--- config.mk ---
export PLATFORM = sky130hd
export DESIGN_NAME = inst_fetch_ctrl
export DESIGN_NICKNAME = d
export VERILOG_FILES = /design/src/rtl/riscv_pkg.sv /design/src/rtl/fetch_buffer.sv /design/src/rtl/inst_fetch_ctrl.sv
export SDC_FILE = /design/constraint.sdc
export NUM_CORES = 1
export LEC_CHECK = 0
export CAP_MARGIN = 20
export CORE_ASPECT_RATIO = 0.6
export CORE_MARGIN = 2
export CORE_UTILIZATION = 43
export DETAILED_ROUTE_END_ITERATION = 6
export PLACE_DENSITY = 0.74
export SLEW_MARGIN = 20
export SYNTH_ARGS = -nofsm -noshare
export SYNTH_HDL_FRONTEND = slang
export SYNTH_SLANG_ARGS = --single-unit
--- constraint.sdc ---
create_clock -name clk -period 10.75 [get_ports clk]
set_input_delay 2.15 -clock clk [delete_from_list [all_inputs] [get_ports clk]]
set_output_delay 2.15 -clock clk [all_outputs]
set_load 0.02 [all_outputs]
--- src/rtl/riscv_pkg.sv ---
// Shared core definitions for the fetch path: memory geometry, reset PC,
// fetch FSM states and the fetch-buffer entry layout.
package riscv_pkg;

    localparam int INST_WIDTH             = 32;
    localparam int INST_MEM_ADD_BIT_WIDTH = 16;
    localparam int INST_BYTE_WIDTH        = 4;
    localparam logic [INST_MEM_ADD_BIT_WIDTH-1:0] RESET_PC = '0;

    typedef enum logic [1:0] {
        IDLE,
        FETCH,
        FULL,
        FAULT
    } fetch_state_e;

    typedef struct packed {
        logic [INST_MEM_ADD_BIT_WIDTH-1:0] pc;
        logic [INST_WIDTH-1:0]             inst;
    } fetch_entry_t;

    // inst_memory serves whole words and the half-word offset; anything else faults
    function automatic logic pc_aligned(input logic [INST_MEM_ADD_BIT_WIDTH-1:0] addr);
        logic [INST_MEM_ADD_BIT_WIDTH-1:0] offset;
        offset = addr % INST_MEM_ADD_BIT_WIDTH'(INST_BYTE_WIDTH);
        return (offset == '0) ||
               (offset == INST_MEM_ADD_BIT_WIDTH'(INST_BYTE_WIDTH / 2));
    endfunction

endpackage

--- src/rtl/fetch_buffer.sv ---
// Small FIFO of fetched {pc, inst} entries between instruction memory and decode.
// A synchronous flush empties it and overrides any push or pop in the same cycle.
module fetch_buffer
    import riscv_pkg::*;
#(
    parameter int DEPTH = 2
) (
    input  logic         clk,
    input  logic         rst_n,
    input  logic         push,
    input  logic         pop,
    input  logic         flush,
    input  fetch_entry_t push_entry,
    output fetch_entry_t head_entry,
    output logic         full,
    output logic         empty
);

    localparam int PTR_W = $clog2(DEPTH);

    logic [PTR_W:0] wr_ptr_q, wr_ptr_d;
    logic [PTR_W:0] rd_ptr_q, rd_ptr_d;
    fetch_entry_t   mem_q [DEPTH];
    logic           do_push;
    logic           do_pop;

    // Extra pointer bit distinguishes full from empty when the indices match
    assign empty   = (wr_ptr_q == rd_ptr_q);
    assign full    = (wr_ptr_q[PTR_W] != rd_ptr_q[PTR_W]) &&
                     (wr_ptr_q[PTR_W-1:0] == rd_ptr_q[PTR_W-1:0]);
    assign do_pop  = pop && !empty && !flush;
    assign do_push = push && (!full || do_pop) && !flush;

    assign head_entry = mem_q[rd_ptr_q[PTR_W-1:0]];

    always_comb begin
        wr_ptr_d = wr_ptr_q;
        rd_ptr_d = rd_ptr_q;
        if (flush) begin
            wr_ptr_d = '0;
            rd_ptr_d = '0;
        end else begin
            if (do_push) begin
                wr_ptr_d = wr_ptr_q + (PTR_W+1)'(1);
            end
            if (do_pop) begin
                rd_ptr_d = rd_ptr_q + (PTR_W+1)'(1);
            end
        end
    end

    always_ff @(posedge clk or negedge rst_n) begin
        if (!rst_n) begin
            wr_ptr_q <= '0;
            rd_ptr_q <= '0;
        end else begin
            wr_ptr_q <= wr_ptr_d;
            rd_ptr_q <= rd_ptr_d;
        end
    end

    always_ff @(posedge clk) begin
        if (do_push) begin
            mem_q[wr_ptr_q[PTR_W-1:0]] <= push_entry;
        end
    end

endmodule

--- src/rtl/inst_fetch_ctrl.sv ---
// Instruction-fetch sequencer: owns the PC, addresses inst_memory, buffers
// returned words and hands them to decode over valid/ready.
module inst_fetch_ctrl
    import riscv_pkg::*;
#(
    parameter int FETCH_BUF_DEPTH = 2
) (
    input  logic                              clk,
    input  logic                              rst_n,
    input  logic                              fetch_en,
    input  logic                              redirect_valid,
    input  logic [INST_MEM_ADD_BIT_WIDTH-1:0] redirect_pc,
    output logic [INST_MEM_ADD_BIT_WIDTH-1:0] inst_add,
    input  logic [INST_WIDTH-1:0]             inst_data,
    output logic                              if_valid,
    input  logic                              if_ready,
    output logic [INST_WIDTH-1:0]             if_inst,
    output logic [INST_MEM_ADD_BIT_WIDTH-1:0] if_pc,
    output logic                              fault,
    output logic [INST_MEM_ADD_BIT_WIDTH-1:0] fault_pc,
    input  logic                              fault_clr
);

    localparam logic [INST_MEM_ADD_BIT_WIDTH-1:0] PC_STEP =
        INST_MEM_ADD_BIT_WIDTH'(INST_BYTE_WIDTH);

    fetch_state_e                      state_q, state_d;
    logic [INST_MEM_ADD_BIT_WIDTH-1:0] pc_q, pc_d;
    logic                              fault_q, fault_d;
    logic [INST_MEM_ADD_BIT_WIDTH-1:0] fault_pc_q, fault_pc_d;

    logic         buf_push;
    logic         buf_pop;
    logic         buf_flush;
    logic         buf_full;
    logic         buf_empty;
    fetch_entry_t push_entry;
    fetch_entry_t head_entry;

    assign push_entry = '{pc: pc_q, inst: inst_data};
    assign if_valid   = !buf_empty;
    assign buf_pop    = if_valid && if_ready;
    assign if_inst    = if_valid ? head_entry.inst : '0;
    assign if_pc      = if_valid ? head_entry.pc   : '0;
    assign inst_add   = pc_q;
    assign fault      = fault_q;
    assign fault_pc   = fault_pc_q;

    fetch_buffer #(
        .DEPTH (FETCH_BUF_DEPTH)
    ) u_fetch_buffer (
        .clk        (clk),
        .rst_n      (rst_n),
        .push       (buf_push),
        .pop        (buf_pop),
        .flush      (buf_flush),
        .push_entry (push_entry),
        .head_entry (head_entry),
        .full       (buf_full),
        .empty      (buf_empty)
    );

    // FAULT is sticky and deaf to redirects; otherwise a redirect beats push/pop
    always_comb begin
        state_d    = state_q;
        pc_d       = pc_q;
        fault_d    = fault_q;
        fault_pc_d = fault_pc_q;
        buf_push   = 1'b0;
        buf_flush  = 1'b0;

        if (state_q == FAULT) begin
            buf_flush = 1'b1;
            if (fault_clr) begin
                state_d = IDLE;
                pc_d    = RESET_PC;
                fault_d = 1'b0;
            end
        end else if (redirect_valid) begin
            buf_flush = 1'b1;
            if (pc_aligned(redirect_pc)) begin
                pc_d    = redirect_pc;
                state_d = fetch_en ? FETCH : IDLE;
            end else begin
                state_d    = FAULT;
                fault_d    = 1'b1;
                fault_pc_d = redirect_pc;
            end
        end else begin
            case (state_q)
                IDLE: begin
                    if (fetch_en) begin
                        state_d = FETCH;
                    end
                end
                FETCH: begin
                    if (!buf_full || buf_pop) begin
                        buf_push = 1'b1;
                        pc_d     = pc_q + PC_STEP;
                    end
                    if (!fetch_en) begin
                        state_d = IDLE;
                    end else if (buf_full && !buf_pop) begin
                        state_d = FULL;
                    end
                end
                FULL: begin
                    if (!fetch_en) begin
                        state_d = IDLE;
                    end else if (buf_pop) begin
                        state_d = FETCH;
                    end
                end
                default: begin
                    state_d = IDLE;
                end
            endcase
        end
    end

    always_ff @(posedge clk or negedge rst_n) begin
        if (!rst_n) begin
            state_q    <= IDLE;
            pc_q       <= RESET_PC;
            fault_q    <= 1'b0;
            fault_pc_q <= '0;
        end else begin
            state_q    <= state_d;
            pc_q       <= pc_d;
            fault_q    <= fault_d;
            fault_pc_q <= fault_pc_d;
        end
    end

endmodule

==> results.txt <==
The fmax is 194 MHz. The number of levels the H-tree was split into came out at 4. After detailed routing, the average wire length per cell comes to 18.3 µm.

Detailed routing inserted a total of 4065 vias. In this run, flip-flops and latches consume 34.3% of the power. The relative contribution of the clock network to total power came out at 22.8%. The via count of the first global-routing pass came out at 3947.

After detailed routing, the number of remaining DRC violations is 0. The first global-routing pass estimated 21200 µm of wire. The class of the worst hold path is register to register.

The worst setup path is captured at an output port. The first TritonRoute pass finished after 5 iterations. The final max-slew violation count was 0. In the routed layout, each cell is associated on average with a via count of 5.48. The post-synthesis instance area is 0.00586 mm². The post-place setup slack came out at 5.63 ns. In this run, synthesis produced a sequential element count of 135. Across the run, the number of max-cap violations was 0. The logic gate share of total power is 42.9%. Synthesis produced 429 cells.

The die covers 0.0146 mm². The cell internal power dissipation is 0.00156 W. The number of nets still failing antenna checks after routing came out at 0. The DRC violation total after the first TritonRoute iteration is 376. The estimated wirelength of the detail-placed design came out at 8970 µm. Routability-driven placement finished with a final weighted congestion of 0.892. The final number of setup-violating endpoints is 0. The worst path arrival time came out at 3.00 ns. For flop-to-flop paths, the worst setup slack is 7.95 ns.

In this run, distinct cell masters in the synthesized netlist total 59. The sequential share of the synthesized area is 65.8%. The number of resized instances in the post-cts repair step is 0.

The I/O pin total is 136. Summed over all layers, the routed wires come to 13600 µm. The most critical setup path has its startpoint at u_fetch_buffer.rd_ptr_q[0]. The switching fraction of total power came out at 38.2%. The headroom to the max-slew limit came out at 35.4%. The overall fraction of global-route tracks in use came out at 19.0%. The area occupied by registers is 0.00386 mm². After filler insertion, the fill cell instance count of the layout stands at 964. STA classifies the critical path startpoint as a register.

The most used flip-flop cell after synthesis is sky130_fd_sc_hd__edfxtp_1. The flow ran to the end, and the final reports show no timing, DRC or antenna violations. The worst hold path begins at fault_pc[0]. The die is 155 µm wide. The area of the core region came out at 0.0131 mm². The number of hold-repair buffers added at the cts stage is 0.

The initial antenna violation count came out at 0. The number of CTS-inserted buffers came out at 17. The clock tree from TritonCTS is done. The net count after synthesis is 484.

The measured slew at the worst slew-check pin came out at 0.969 ns. Port buffering added 135 buffers. Setup repair after global routing left no endpoint under its margin. The final critical delay including setup and external delays came out at 5.15 ns. The final clock period utilization by the worst path came out at 47.9%.

The area overhead of the layout relative to synthesis is 35.8%. The insertion delay to the later sink of the worst-skew pair is 0.41 ns. The number of synthesized flops with an enable pin came out at 96. The worst register-to-register path begins at u_fetch_buffer.rd_ptr_q[0]. The cell sitting at the root of the clock tree is a sky130_fd_sc_hd__clkbuf_16. The clock-pin transition on the worst setup and hold timing paths is 0.06 ns. The fraction of layout cells with a size suffix above 1 is 11.9%. In the final timing run, aggregate negative setup slack is 0 ns. The post-CTS repair timing setup buffer count is 0.

The worst-case setup margin in the final layout came out at 5.60 ns. The highest ir drop seen on vdd came out at 0.185 mV. For this configuration, the core starts out at a cell density of 44.8%. The synthesized area divided by synthesized cell count is 13.7 µm².

The longest clock path from root to sink contains 2 buffers. After floorplanning, the core was divided into 32 placement rows. 0 antenna diodes ended up in the layout. The worst clock skew is 0.00790 ns. Counting every sink on the clock net gives 135. The pin count of the biggest net entering global routing came out at 55. The warning count from the yosys run is 0. The critical-path maximum fanout is 54. The analysis attributes to cell leakage a power of 2.82 nW. Data on the critical path is required at its endpoint by 8.60 ns. The total global routing overflow came out at 0. The count of endpoints failing hold in the final timing report came out at 0. The critical path is of the register to output port type.

In the synthesized netlist the async set-or-reset flop fraction comes to 28.9%. In the final layout, the multi-input gates occupy 0.00187 mm². At the end of the flow, the number of nets in the layout was 615. The power density relative to cell area came out at 316 mW/mm². The die outline height came out at 94.5 µm. In this run the power spent charging and discharging nets is 0.000962 W.
power by group through the flow:
stage / combinational, W / sequential, W / clock, W
after floorplan: 0.000581 / 0.000859 / 0
after global placement: 0.00105 / 0.000861 / 0
after detailed placement: 0.00107 / 0.000871 / 0
after CTS: 0.00107 / 0.000862 / 0.000583
after global routing: 0.00115 / 0.000883 / 0.000608
final: 0.00108 / 0.000864 / 0.000574
cell usage in the layout (no fill, tap or decap), types with 3 or more instances in the layout:
cell type and n:
sky130_fd_sc_hd__inv_1 8, sky130_fd_sc_hd__clkdlybuf4s50_1 134, sky130_fd_sc_hd__mux2i_1 49, sky130_fd_sc_hd__o31ai_1 4, sky130_fd_sc_hd__nand2_1 6, sky130_fd_sc_hd__nor3_1 4
sky130_fd_sc_hd__o2111ai_1 3, sky130_fd_sc_hd__mux2_2 15, sky130_fd_sc_hd__nor3b_1 3, sky130_fd_sc_hd__nor2_1 61, sky130_fd_sc_hd__a211o_1 3, sky130_fd_sc_hd__dfrtp_1 38
sky130_fd_sc_hd__xor2_1 3, sky130_fd_sc_hd__nand3_1 16, sky130_fd_sc_hd__nand4_1 15, sky130_fd_sc_hd__edfxtp_1 96, sky130_fd_sc_hd__a21o_1 3, sky130_fd_sc_hd__a22o_2 3
sky130_fd_sc_hd__clkbuf_16 17, sky130_fd_sc_hd__and3_1 4, sky130_fd_sc_hd__nor2b_1 3, sky130_fd_sc_hd__buf_4 4, sky130_fd_sc_hd__and4_1 5, sky130_fd_sc_hd__clkinv_4 5
sky130_fd_sc_hd__a21oi_1 5, sky130_fd_sc_hd__inv_6 4, sky130_fd_sc_hd__o21ai_0 4, sky130_fd_sc_hd__nor2_4 3, sky130_fd_sc_hd__and2_1 4
logic make-up (layout without fill, tap and decap cells):
logic type | after synthesis | count (layout) | share of synthesized area (%)
AND/OR/NAND/NOR | 137 | 137 | 11.9
flip-flops | 135 | 135 | 65.8
adder cells (fa/ha/maj) | 1 | 1 | 0.213
AO/OA/AOI/OAI | 51 | 51 | 7.08
multiplexers | 64 | 64 | 11.2
buffers and inverters | 36 | 179 | 2.69
XOR/XNOR | 5 | 5 | 1.07
path summary, 6_finish.rpt:
check                                              end  cells after the start
max reg2reg                u_fetch_buffer.mem_q[0][24]                      4
max in group asynchronous   u_fetch_buffer.rd_ptr_q[0]                      1
min in group asynchronous                  fault_pc[3]                      1
max                                           if_pc[2]                      5
min reg2reg                                fault_pc[0]                      1
min                                        fault_pc[0]                      1
cell usage after synthesis, types with 3 or more instances:
| cell | number | area (µm²) |
|---|---|---|
| sky130_fd_sc_hd__a211o_1 | 3 | 26.3 |
| sky130_fd_sc_hd__a21o_1 | 3 | 22.5 |
| sky130_fd_sc_hd__a21oi_1 | 5 | 25.0 |
| sky130_fd_sc_hd__a22o_2 | 3 | 30.0 |
| sky130_fd_sc_hd__and2_1 | 4 | 25.0 |
| sky130_fd_sc_hd__and3_1 | 4 | 25.0 |
| sky130_fd_sc_hd__and4_1 | 5 | 43.8 |
| sky130_fd_sc_hd__buf_2 | 12 | 60.1 |
| sky130_fd_sc_hd__clkbuf_1 | 13 | 48.8 |
| sky130_fd_sc_hd__dfrtp_1 | 39 | 976 |
| sky130_fd_sc_hd__edfxtp_1 | 96 | 2880 |
| sky130_fd_sc_hd__inv_1 | 8 | 30.0 |
| sky130_fd_sc_hd__mux2_2 | 15 | 169 |
| sky130_fd_sc_hd__mux2i_1 | 49 | 490 |
| sky130_fd_sc_hd__nand2_1 | 6 | 22.5 |
| sky130_fd_sc_hd__nand3_1 | 16 | 80.1 |
| sky130_fd_sc_hd__nand4_1 | 15 | 93.8 |
| sky130_fd_sc_hd__nor2_1 | 64 | 240 |
| sky130_fd_sc_hd__nor2b_1 | 3 | 18.8 |
| sky130_fd_sc_hd__nor3_1 | 4 | 20.0 |
| sky130_fd_sc_hd__nor3b_1 | 3 | 22.5 |
| sky130_fd_sc_hd__o2111ai_1 | 3 | 26.3 |
| sky130_fd_sc_hd__o21ai_0 | 4 | 20.0 |
| sky130_fd_sc_hd__o31ai_1 | 4 | 30.0 |
| sky130_fd_sc_hd__xor2_1 | 3 | 26.3 |
registers in the layout, summed over array words and instances (netlist names):
register	cells
fault	1
fault_pc	16
inst_add	16
state_q	2
u_fetch_buffer.mem_q	96
u_fetch_buffer.rd_ptr_q	2
u_fetch_buffer.wr_ptr_q	2
layer usage:
metal,GRT usage [%],share of wire [%],up-vias,routed length [µm]
li1,-,-,1898,-
met1,27.2,47,1950,6390
met2,28.6,43,190,5850
met3,5.37,8.7,27,1180
met4,5.63,1.1,0,151
met5,0,0,-,0
critical path: stages (launching register included):
cell and delay [ns]:
sky130_fd_sc_hd__dfrtp_4 1.03, sky130_fd_sc_hd__xor2_4 0.31, sky130_fd_sc_hd__nor2_4 0.13, sky130_fd_sc_hd__buf_12 0.19, sky130_fd_sc_hd__nor2_1 0.23, sky130_fd_sc_hd__clkdlybuf4s50_1 0.65
area by class of cell:
type / instances / share of cell area [%]
flip-flops and latches: 135 / 48.5
clock buffers: 17 / 5.34
inverters: 8 / 0.377
multi-input cells: 258 / 23.5
clock inverters: 14 / 2.07
well taps: 170 / 2.67
repair buffers: 140 / 17.5
through the flow:
stage                     power [W]  utilization (%)  instance area [µm²]  std cells  hold slack (ns)
after detailed placement    0.00194             56.2                 7350        710            0.461
final                       0.00252             60.8                 7960        742            0.476
after global routing        0.00264             60.8                 7960        742            0.507
after global placement      0.00191             56.2                 7350        710            0.455
after floorplan             0.00144                -                 5860        429            0.595
after CTS                   0.00252             60.7                 7940        741            0.480
(Power assumes the default switching activity.)
